[src/rtl/rd_burst_prefetch.sv]
// rd_burst_prefetch
//   Chip-side consumer of the SPI read-channel async FIFO. A config pulse
//   starts a burst of L = (cfg_data_i+1)*BURST_UNIT single-word read
//   requests. Requests are credit-limited so that returned words always fit
//   in the local buffer. Buffered words are presented to the core as a
//   valid/ready stream with last/tag sidebands.
//
//   Optional feature (macro RDBUF_BYPASS_EN): when the buffer is empty, a
//   returning word is presented combinationally in the same cycle. If it is
//   accepted that cycle it never touches the buffer.
//
// Ports
//   clk_chip, reset_n_chip      : clock, async active-low reset
//   cfg_pulse_i / cfg_data_i    : burst start, length code / tag
//   cfg_ready_o                 : idle, can take a new burst
//   rd_req_o                    : one-word read request pulse to the FIFO
//   rd_valid_i / rd_data_i      : returned word from the FIFO
//   out_valid_o / out_ready_i   : stream handshake to the core
//   out_data_o, out_last_o      : stream data, final word of the burst
//   out_tag_o                   : cfg_data_i latched for the current burst
//   busy_o                      : burst in progress
//   err_o                       : sticky; set by a cfg pulse while busy or
//                                 by a return with nothing outstanding
module rd_burst_prefetch #(
  parameter int DATA_WIDTH = 32,
  parameter int DEPTH      = 8,
  parameter int BURST_UNIT = 4,
  parameter int CFG_WIDTH  = 4
) (
  input  logic                  clk_chip,
  input  logic                  reset_n_chip,
  input  logic                  cfg_pulse_i,
  input  logic [CFG_WIDTH-1:0]  cfg_data_i,
  output logic                  cfg_ready_o,
  output logic                  rd_req_o,
  input  logic                  rd_valid_i,
  input  logic [DATA_WIDTH-1:0] rd_data_i,
  output logic                  out_valid_o,
  input  logic                  out_ready_i,
  output logic [DATA_WIDTH-1:0] out_data_o,
  output logic                  out_last_o,
  output logic [CFG_WIDTH-1:0]  out_tag_o,
  output logic                  busy_o,
  output logic                  err_o
);

  localparam int AW   = $clog2(DEPTH);
  localparam int OW   = AW + 1;                       // occupancy / outstanding
  localparam int MAXL = (1 << CFG_WIDTH) * BURST_UNIT;
  localparam int CW   = $clog2(MAXL + 1);             // burst counters
  localparam logic [OW:0] LIM = (OW+1)'(DEPTH);

  typedef enum logic [1:0] {S_IDLE, S_ACTIVE, S_DRAIN} state_t;

  state_t                r_state, w_state_nxt;
  logic [CW-1:0]         r_req_left, r_word_left;
  logic [OW-1:0]         r_outst, r_occ;
  logic [AW-1:0]         r_wptr, r_rptr;
  logic [DATA_WIDTH-1:0] r_mem [DEPTH];
  logic [CFG_WIDTH-1:0]  r_tag;
  logic                  r_err;

  logic                  w_empty, w_credit_ok, w_rd_req, w_accept, w_spur;
  logic                  w_byp, w_out_valid, w_fire, w_last, w_push, w_pop;
  logic                  w_cfg_ok;
  logic [OW:0]           w_inflight;
  logic [CW-1:0]         w_len;
  logic [DATA_WIDTH-1:0] w_out_data;

  assign w_empty     = (r_occ == '0);
  // Words already buffered plus words still in flight must never exceed the
  // buffer size; this is what keeps any return latency overflow-free.
  assign w_inflight  = {1'b0, r_occ} + {1'b0, r_outst};
  assign w_credit_ok = (w_inflight < LIM);
  assign w_rd_req    = (r_state == S_ACTIVE) && (r_req_left != '0) && w_credit_ok;

  // A return with nothing outstanding is spurious: dropped and flagged.
  assign w_accept    = rd_valid_i && (r_outst != '0);
  assign w_spur      = rd_valid_i && (r_outst == '0);

`ifdef RDBUF_BYPASS_EN
  assign w_byp       = w_empty && w_accept;
`else
  assign w_byp       = 1'b0;
`endif

  assign w_out_valid = !w_empty || w_byp;
  assign w_out_data  = !w_empty ? r_mem[r_rptr] : (w_byp ? rd_data_i : '0);
  assign w_fire      = w_out_valid && out_ready_i;
  assign w_last      = w_out_valid && (r_word_left == CW'(1));
  assign w_pop       = w_fire && !w_empty;
  // A bypassed word taken in its arrival cycle skips the buffer entirely.
  assign w_push      = w_accept && !(w_byp && out_ready_i);

  assign w_cfg_ok    = cfg_pulse_i && (r_state == S_IDLE);
  assign w_len       = CW'((int'(cfg_data_i) + 1) * BURST_UNIT);

  always_comb begin
    w_state_nxt = r_state;
    case (r_state)
      S_IDLE:   if (cfg_pulse_i) w_state_nxt = S_ACTIVE;
      // Leave ACTIVE in the cycle the final request goes out.
      S_ACTIVE: if (w_rd_req && (r_req_left == CW'(1))) w_state_nxt = S_DRAIN;
      S_DRAIN:  if (w_fire && w_last) w_state_nxt = S_IDLE;
      default:  w_state_nxt = S_IDLE;
    endcase
  end

  always_ff @(posedge clk_chip or negedge reset_n_chip) begin
    if (!reset_n_chip) begin
      r_state     <= S_IDLE;
      r_req_left  <= '0;
      r_word_left <= '0;
      r_outst     <= '0;
      r_occ       <= '0;
      r_wptr      <= '0;
      r_rptr      <= '0;
      r_tag       <= '0;
      r_err       <= 1'b0;
    end else begin
      r_state <= w_state_nxt;

      if (w_cfg_ok) begin
        r_tag       <= cfg_data_i;
        r_req_left  <= w_len;
        r_word_left <= w_len;
      end else begin
        if (w_rd_req) r_req_left  <= r_req_left - CW'(1);
        if (w_fire)   r_word_left <= r_word_left - CW'(1);
      end

      case ({w_rd_req, w_accept})
        2'b10:   r_outst <= r_outst + OW'(1);
        2'b01:   r_outst <= r_outst - OW'(1);
        default: ;
      endcase

      case ({w_push, w_pop})
        2'b10:   r_occ <= r_occ + OW'(1);
        2'b01:   r_occ <= r_occ - OW'(1);
        default: ;
      endcase

      if (w_push) r_wptr <= r_wptr + AW'(1);
      if (w_pop)  r_rptr <= r_rptr + AW'(1);

      if (w_spur || (cfg_pulse_i && (r_state != S_IDLE))) r_err <= 1'b1;
    end
  end

  // Storage needs no reset: pointers and occupancy define what is valid.
  always_ff @(posedge clk_chip) begin
    if (w_push) r_mem[r_wptr] <= rd_data_i;
  end

  assign cfg_ready_o = (r_state == S_IDLE);
  assign busy_o      = (r_state != S_IDLE);
  assign rd_req_o    = w_rd_req;
  assign out_valid_o = w_out_valid;
  assign out_data_o  = w_out_data;
  assign out_last_o  = w_last;
  assign out_tag_o   = r_tag;
  assign err_o       = r_err;

endmodule

[config.mk]
export PLATFORM = sky130hd
export DESIGN_NAME = rd_burst_prefetch
export DESIGN_NICKNAME = d
export VERILOG_FILES = /design/src/rtl/rd_burst_prefetch.sv
export SDC_FILE = /design/constraint.sdc
export NUM_CORES = 1
export LEC_CHECK = 0
export BUFFER_PORTS_ARGS = -buffer_cell sky130_fd_sc_hd__buf_4
export CAP_MARGIN = 20
export CELL_PAD_IN_SITES_DETAIL_PLACEMENT = 0
export CELL_PAD_IN_SITES_GLOBAL_PLACEMENT = 1
export CORE_MARGIN = 1.5
export CORE_UTILIZATION = 54
export CTS_BUF_LIST = sky130_fd_sc_hd__clkbuf_8
export CTS_CLUSTER_DIAMETER = 50
export DETAILED_ROUTE_END_ITERATION = 8
export PLACE_DENSITY = 0.85
export RECOVER_POWER = 25
export SETUP_SLACK_MARGIN = 0.15
export SKIP_CTS_REPAIR_TIMING = 1
export SLEW_MARGIN = 10
export SYNTH_ARGS = -nofsm -noshare
export SYNTH_HDL_FRONTEND = slang
export SYNTH_SLANG_ARGS = --single-unit
[constraint.sdc]
create_clock -name clk_chip -period 4.14 [get_ports clk_chip]
set_input_delay 0.621 -clock clk_chip [delete_from_list [all_inputs] [get_ports clk_chip]]
set_output_delay 0.621 -clock clk_chip [all_outputs]
set_load 0.01 [all_outputs]
Word level (Yosys, flattened, before mapping)
Memories as Yosys holds them, arrays and structs flattened.
Cells that the tools add are included.

cells by class
  shifts and indexed selects = 0
  $mul = 0
  add/sub/neg operators = 10
  reduce and logical (&&, ||, !) cells = 24
  mux-type cells = 13
  equal/unequal tests = 11
  divide/modulo/power cells = 0
  order comparisons = 1
  bitwise logic cells = 0

operators with widths
  operator               count
  $mux W32               1
  $mux W7                4
  $pmux W4 S2            2
  $eq A7 B1 Y1 const B   2
  $sub A7 B1 Y7 const B  2
  $logic_and A1 B1 Y1    11
  $reduce_bool A2 Y1     5
  $add A4 B1 Y4 const B  2
  $logic_not A4 Y1       2
  $sub A4 B1 Y4 const B  2
  $reduce_bool A7 Y1     1
  $add A3 B1 Y3 const B  2
  $eq A2 B1 Y1 const B   3
  $eq A2 B2 Y1 const B   3
  $mux W2                3
  $pmux W2 S3            1
  $add A4 B1 Y5 const B  1
  $add A4 B4 Y5          1
  $lt A5 B4 Y1 const B   1
  $ne A2 B2 Y1 const B   2
  $reduce_bool A4 Y1     1
  $reduce_and A3 Y1      1
  $logic_not A2 Y1       1
  $mux W1                2
  3 further kinds        3

storage, ports and cells
  bits in writable memories = 256
  latch bits = 0
  word-level logic and storage cells = 69
  memories = 1
  ROM bits = 0
  output and inout bits = 42
  bits in registers = 35

memory list
  memory  depth  bits a word  read ports  clocked after memory_dff  write ports  RTL line  text
  r_mem   8      32           1           0                         1            59        logic [DATA_WIDTH-1:0] r_mem [DEPTH];

Depth between registers and ports, before layout
Gate-level depths: netlist (run 1).

  depth in word-level cells = 6
  mapped depth = 13
  depth with buffers taken out = 13

Worst setup path before layout (run 1)
Ideal clock, no wire load.

  kind = input -> register
  from = input rd_valid_i
  to = memory r_mem[0][0], enable pin
  required time = 3.679 ns
  slack = 0.490 ns
  setup time = 0.461 ns
  cell stages on the path = 4
  arrival time = 3.189 ns
  path through = nand2b_1 > inv_1 > nand2b_1 > nor3_1

on the way
  word-level cells in the longest chain between the ends = 3

RTL lines
  element                        RTL line  text
  from (decl)                    36        input logic rd_valid_i,
  $logic_and A1 B1 Y1            78        assign w_accept = rd_valid_i && (r_outst != '0);
  via w_accept                   63        logic w_empty, w_credit_ok, w_rd_req, w_accept, w_spur;
  $mux W1                        153       if (w_push) r_mem[r_wptr] <= rd_data_i;
  $mux W1 (not written as such)  153
  to (decl)                      59

The timed path passes the listed nets, and every way through them passes these cells.

Worst setup path after layout (run 1)
  from = register r_rptr[0]
  to = output out_data_o[31]

on the way
  word-level cells in the longest chain between the ends = 2

RTL lines
  element                 RTL line  text
  from (decl)             58        logic [AW-1:0] r_wptr, r_rptr;
  from (signal assigned)  145       if (w_pop) r_rptr <= r_rptr + AW'(1);
  $mem_v2 Z8 W32          n/a
  $mux W32                88        assign w_out_data = !w_empty ? r_mem[r_rptr] : (w_byp ? rd_data_i : '0);
  to (decl)               40        output logic [DATA_WIDTH-1:0] out_data_o,

No other way between the ends.

==> summary by stage, run 1 <==
Outcome
The run finished, with violations left. The checks that failed: max-capacitance violations, max-slew violations.

Global routing
Global routing used 20.62% of the available tracks across all layers. The wire length of the first global-routing pass is 34,610 um. The initial antenna violation count is 1. The remaining global-route overflow is 0.

Entering global routing, the biggest net connects 44 pins. The via count of the first global-routing pass is 6,355.

Yosys
Summing the areas of all compound-gate instances in the mapped netlist gives 1.962% of the synthesized area. The post-synthesis cell type count is 50. Ranked by instance count, the synthesized netlist is headed by 256 x edfxtp_1, 64 x mux4_2, 52 x nor2_1, 35 x dfrtp_1. The post-synth net total is 681. The fraction of the yosys area taken by sequential cells is 72.99%. The largest family of logic cells by synthesized area is multiplexers. The area share of xor/xnor cells in the synthesized design is 1.269%. The count of state elements after synthesis is 291. For this run, the leading register cell type out of synthesis is edfxtp_1. After Yosys synthesis, and, or, nand and nor cells account for 5.236% of the synthesized area. After synthesis, the mean cell area works out to 18.83 sq um. The count of yosys warnings during synthesis is 0. The most used standard cell by instance count after synthesis is edfxtp_1.

Measured against the total synthesized area, the mux share comes to 15.28%. The area share of the largest cell type after synthesis is 65.52%. The number of synthesized flops with an enable pin is 256. After technology mapping, the gate count stands at 623. By area the synthesized netlist is led by edfxtp_1 66%, mux4_2 12%, dfrtp_1 7.5%, mux2i_1 2.9%, ha_1 1.7%. In this run the cell area of the synthesized design comes to 0.01173 sq mm.

In the synthesized netlist the async set-or-reset flop fraction comes to 12.03%. Of all cell types, the one taking the most synthesized area is edfxtp_1. The synthesized netlist devotes 1.877% of its cell area to adder and majority cells.

Drt
In the routed design, unresolved DRC markers number 0. The detail-routed net length per standard cell is 20.94 um. The DRC violation total after the first TritonRoute iteration is 446. The detail route stage leaves a number of antenna-violating nets equal to 0. In the routed layout, each cell is associated on average with a via count of 5.751. The routed design has 22,080 um of wire. Summing over every cut layer, the via total after detailed routing is 6,062.

The first-pass iteration count of the detailed router is 5.

Worst setup path
The critical path starts at r_rptr[0]. The endpoint class of the critical path is an output port. The type of the worst setup path is reg -> out. The worst path arrival time is 2.74 ns. The maximum fanout along the worst path is 43. The worst flop-to-flop path startpoint is r_occ[2]. STA classifies the critical path startpoint as a flop.

For the worst setup path, the data required time is 3.52 ns.

Placement
The half-perimeter wire length after placement is 13,170 um. The count of input and output buffers is 82. The weighted congestion reported at the end of routability-driven placement is 0.7729. The setup slack at placement is 1.032 ns.

The placed cell count is 971. The area of placed instances is 0.01279 sq mm.

Timing
The portion of the clock cycle consumed by the worst path in the final layout is 81.20%. The final hold violation count was 0. Setup repair after global routing left no endpoint under its margin. Summed over all failing endpoints, the final setup total negative slack is 0 ns. For the pin with the worst max-slew slack, the measured transition is 1.891 ns. The smallest hold slack is 0.3067 ns.

The clock arrives with 0.01976 ns of skew. The max-slew violation count was 36. The slack of the critical path is 0.7784 ns. The normalized max-slew margin is -26.10%.

The post-layout minimum cycle time is 3.362 ns. The count of final setup violators is 0. The maximum clock frequency is 297.5 MHz.

Finish
The final antenna diode count is 0. The final net count is 802. The finished cells cover 0.01358 sq mm. Once layout is complete, the utilization of the core stands at 64.20%. The area growth from synthesis to final layout is 15.76%. The post-route netlist has 27.60% of its cells at a drive strength greater than 1.

Leaving out filler cells and counting taps, the final layout contains 1,054.

Clocking
The insertion delay to the later sink of the worst-skew pair is 0.54 ns. The clock tree from TritonCTS is built. Clock tree synthesis found a total of 291 sinks. The level count of the clock H-tree is 2. The clock buffer count from CTS is 46. The maximum buffer depth of the clock tree is 3.

The cell sitting at the root of the clock tree is a clkbuf_8. The clock-pin transition on the worst setup and hold timing paths is 0.05 ns.

Min path
The startpoint of the worst hold path is rd_data_i[30]. In this run the worst hold path is classified as in -> reg.

Power and ir drop
VDD sags by at most 0.4863 mV. The leakage power of the design is 4.796 nW. Dividing total power by cell area gives a power density of 722.7 mW/mm^2.

The design draws 9.816 mW.

Floorplanning
The area of the die is 0.02262 sq mm. The placeable core region is 0.02115 sq mm. The overall die width is 150.4 um. The initial core utilization is 55.46%. The overall die height is 150.4 um. The number of top-level pins is 83. In this run the core area contains 53 standard-cell rows.

Flow run
The max capacitance violation total is 1.
[worst max-delay path, stage by stage (launching register included)]
cell and delay, ns:
dfrtp_4 0.74, buf_12 0.37, mux4_2 0.55, mux2i_1 0.25
nor2_1 0.08, buf_4 0.15
[final timing paths]
kind                             endpoint  slack [ns]  cells past startpoint
max in group asynchronous       r_rptr[0]        2.21                      1
max reg2reg                    r_outst[2]        1.03                     12
min in group asynchronous      r_outst[1]        0.59                      1
max                        out_data_o[31]        0.78                      5
min reg2reg                  out_tag_o[2]        0.47                      2
min                          r_mem[6][30]        0.31                      1
[final cells by class]
type | instances | area [sq um]
sequential | 291 | 8569
clock inverter | 36 | 231.5
multi-input combinational | 294 | 3070
inverter | 14 | 52.55
tap | 275 | 344.1
timing repair buffer | 97 | 666.9
clock buffer | 47 | 646.9
fill | 1427 | 7572
[registers in the layout (all words and copies together), names as in the netlist]
name	flops
r_rptr	3
r_outst	4
r_occ	4
out_tag_o	4
err_o	1
r_req_left	7
r_mem	256
r_state	2
r_word_left	7
r_wptr	3
[cells by family (layout without fill, tap and decap cells)]
| kind of cell | after synthesis | in the layout |
|---|---|---|
| AO/OA/AOI/OAI | 33 | 33 |
| buffers and inverters | 38 | 194 |
| XOR/XNOR | 17 | 17 |
| AND/OR/NAND/NOR | 128 | 128 |
| multiplexers | 99 | 99 |
| flip-flops | 291 | 291 |
| adder cells (fa/ha/maj) | 17 | 17 |
[cell usage in the layout (no fill, tap or decap), types with 2 or more instances in the layout]
cell,count
edfxtp_1,256
buf_4,72
mux4_2,64
clkbuf_8,47
nor2_1,46
mux2i_1,34
nand2_1,34
dfrtp_1,32
inv_1,24
clkbuf_1,23
ha_1,16
clkinv_1,15
xnor2_1,10
o21ai_0,9
nand2b_1,8
xor2_1,7
nor2_4,6
a21oi_1,6
clkinv_2,5
nand4_1,4
nor4_1,4
or3_1,4
nor3b_1,3
nand3_1,3
o31ai_1,3
a31oi_1,3
o211ai_1,3
bufinv_16,3
a211oi_1,2
nor3_2,2
nor3_1,2
buf_12,2
dfrtp_2,2
[power by group]
| part | switching (mW) | internal [mW] | total [mW] |
|---|---|---|---|
| clock network | 1.06 | 1.25 | 2.31 |
| logic | 1.63 | 1.66 | 3.29 |
| registers | 0.461 | 3.75 | 4.21 |
[per-layer routing]
metal  part of all wire (%)  global-route usage (%)
met5                  0.059                       0
met2                     50                   33.62
met4                    1.6                   6.225
met3                    6.2                   4.273
met1                     42                   28.32
Power figures use the tool's default switching activity.
==> inputs of run 2 (changes only) <==
Clock period 4.14 ns to 3.45 ns, I/O delays scaled along.
==> run 2 against run 1 <==
The flow now finishes without violations. Largest power group unchanged. Non-clock buffer count grew 9. Routed wire length grew 3.5%. Critical path depth did not move. Combinational power increased by 27%. Sequential cell count stayed put. Sequential power grew 19%. Design area up 0.38%. Critical path type unchanged. Setup slack got worse by 0.42 ns. Core utilization rose by 0.24 points. Die area unchanged. Final cell count up 0.76%.
==> summary by stage, run 2 (synthesized netlist as in run 1, its figures left out) <==
Outcome
The run finished with clean final reports.

Placement
The area of placed instances is 0.01290 sq mm. The half-perimeter wire length after placement is 13,940 um. At the end of routability-driven placement, the weighted congestion stood at 0.8133.

The placed cell count is 978. The count of input and output buffers is 82.

Floorplanning
In this run the vertical extent of the chip is 150.4 um. Once the floorplan was initialized, standard cells occupied 55.46% of the core. The floorplan step defined a die boundary enclosing 0.02262 sq mm. The region available for standard cell placement spans 0.02115 sq mm. Measured along the x axis, the die boundary spans 150.4 um. During I/O placement, the number of pins put on the boundary was 83. The number of placement rows is 53.

Power and ir drop
For this design the total switching power over the nets is 3.839 mW. Per report_power, the clock group accounts for 21.5% of the total. Combinational cells account for 35.7% of the total power.

VDD sags by at most 0.3994 mV. The power per cell area is 859.0 mW/mm^2. The switching power as a share of total power is 32.78%. The internal power of the cells is 7.872 mW. The power after layout is 11.71 mW. For this design the static power due to leakage is 4.830 nW. Sequential cells account for 42.8% of the total power.

Drt
The routed design has 22,850 um of wire. The detail route stage leaves a number of antenna-violating nets equal to 0. In the routed layout, each cell is associated on average with a via count of 5.750. The remaining design rule violation count is 0.

The first detailed-routing pass took 5 iterations. The detail-routed net length per standard cell is 21.51 um. For this block, the initial DRC count from the detailed router was 399. The number of vias in the routed layout is 6,107.

Timing
Setup repair after global routing left no endpoint under its margin. Based on the critical path, the design can be clocked at up to 323.9 MHz. Measured against its own limit, the worst slew margin works out to 49.06%. Of the available clock period, the critical path in the final layout requires 89.48%.

The aggregate negative setup slack is 0 ns. The count of final setup violators is 0. The post-layout minimum cycle time is 3.087 ns. The max-slew violation count is 0. The slew at the pin with the worst max-slew slack is 0.7616 ns. The worst clock skew is 0.01683 ns. The final hold violation count is 0.

Worst setup path
The type of the worst setup path is reg -> out. The worst flop-to-flop path startpoint is r_occ[2]. The critical path startpoint category is a flop. Among the stages of the critical path, the cell type that occurs most often is buf_4. The critical path data required time is 2.93 ns. The critical path goes through buf_4 -> mux4_2 -> mux2i_1 -> nor2_1 -> buf_4. The source of the critical timing path is r_rptr[0]. STA classifies the critical path endpoint as an output port. The number of cells on the worst reg-to-reg path is 12. The endpoint identified for the worst register-to-register timing path is r_outst[2]. In this run the worst path has a maximum fanout of 13. Data on the critical path arrives at its endpoint at 2.57 ns. In this design, the stage delay of the slowest critical-path cell is 0.63 ns. For flop-to-flop paths, the worst setup slack is 0.47 ns.

The slowest stage of the critical path belongs to the cell dfrtp_4. The capturing element of the worst setup path is out_data_o[24].

Finish
The final antenna diode count is 0. The area growth from synthesis to final layout is 16.20%. The library cell used most frequently in the layout, excluding fill and tap cells, is edfxtp_1. The finished layout holds 1,062 standard cells, fillers aside. The largest registers in the layout are r_mem: 256 flops, r_req_left: 7 flops, r_word_left: 7 flops. In the final layout, the share of cells above drive strength 1 is 27.70%. The share of the core filled with cells is 64.45%. The register with the most flip-flops is r_mem. The count of fill cells added during filler insertion is 1,471. The library cells used most frequently in the layout, excluding fill and tap cells, are 256 x edfxtp_1, 71 x buf_4, 64 x mux4_2. The final standard cell area without fillers is 0.01363 sq mm. The register with the most flip-flops in the layout has 256 of them. The final net count is 810.

Clocking
Counting every sink on the clock net gives 291. The tree is rooted in a clkbuf_8. The H-tree was split into 2 levels.

After clock tree synthesis, the clock-pin slew on the worst setup and hold paths is 0.06 ns. The clock tree from TritonCTS is built. The clock passes through at most 3 buffers. The insertion delay to the later sink of the worst-skew pair is 0.54 ns.

The clock buffer count from CTS is 45.

Flow run
The max capacitance violation total is 0.

Global routing
The total overflow left after global routing is 0. The initial antenna violation count is 0. The overall global routing resource usage is 21.14%. The first global-routing pass estimated 35,430 um of wire. The via count of the first global-routing pass is 6,486. Entering global routing, the biggest net connects 36 pins.

Min path
The type of the worst min-delay path is in -> reg. The startpoint of the worst hold path is cfg_data_i[3].
run 2: cell types whose count changed in the layout (fill, tap and decap cells not counted), moves of 2 or more:
| cell | delta |
|---|---|
| nor3_4 | +2 |
| clkinv_2 | +3 |
| bufinv_16 | -3 |
| buf_12 | +4 |
| inv_1 | +5 |
| clkinv_1 | -5 |
| nor3_2 | -2 |
| clkbuf_1 | +4 |
run 2: worst min-delay path by stage:
stage | to | cells after the start | slack (ns)
global route | out_tag_o[1] | 3 | 0.20
detailed placement | out_tag_o[0] | 1 | 0.47
CTS | r_state[0] | 1 | -0.09
global placement | out_tag_o[0] | 1 | 0.46
finish | out_tag_o[3] | 3 | 0.21
floorplan | err_o | 0 | 0.22
run 2: worst max-delay path, delay by kind of cell, from the launching register on:
family        cells  cell delay (ns)
buf+inv           2             0.49
flops             1             0.63
mux               2             0.83
simple gates      1             0.07
run 2: final cells by class:
| class | instances | area [sq um] | share of cell area (%) |
|---|---|---|---|
| inverter | 14 | 52.55 | 0.3855 |
| tap | 275 | 344.1 | 2.524 |
| clock buffer | 47 | 646.9 | 4.745 |
| multi-input combinational | 294 | 3083 | 22.61 |
| timing repair buffer | 106 | 792.0 | 5.809 |
| sequential | 291 | 8569 | 62.86 |
| clock inverter | 35 | 145.1 | 1.065 |
run 2: power by group through the flow:
stage          sequential [mW]  combinational (mW)  clock, mW
6_report                  5.01                4.19       2.52
2_1_floorplan             4.81                2.81          0
4_1_cts                   5.05                4.19       2.57
3_3_place_gp              5.06                4.04          0
5_1_grt                   5.08                4.58       2.73
3_5_place_dp              5.12                4.17          0
run 2: metal layers:
metal	track usage (%)	wire [um]	vias to the layer above
li1	-	-	2743
met4	6.716	364	0
met5	0	0	-
met1	28.36	9562	3147
met3	3.515	1186	32
met2	35.69	11730	185
run 2: stage by stage:
step | hold WS (ns) | worst slack [ns]
floorplan | 0.2219 | 0.5742
global placement | 0.4628 | 0.6276
detailed placement | 0.4712 | 0.5146
CTS | -0.08902 | 0.1356
global route | 0.2018 | 0.2166
finish | 0.2066 | 0.3628
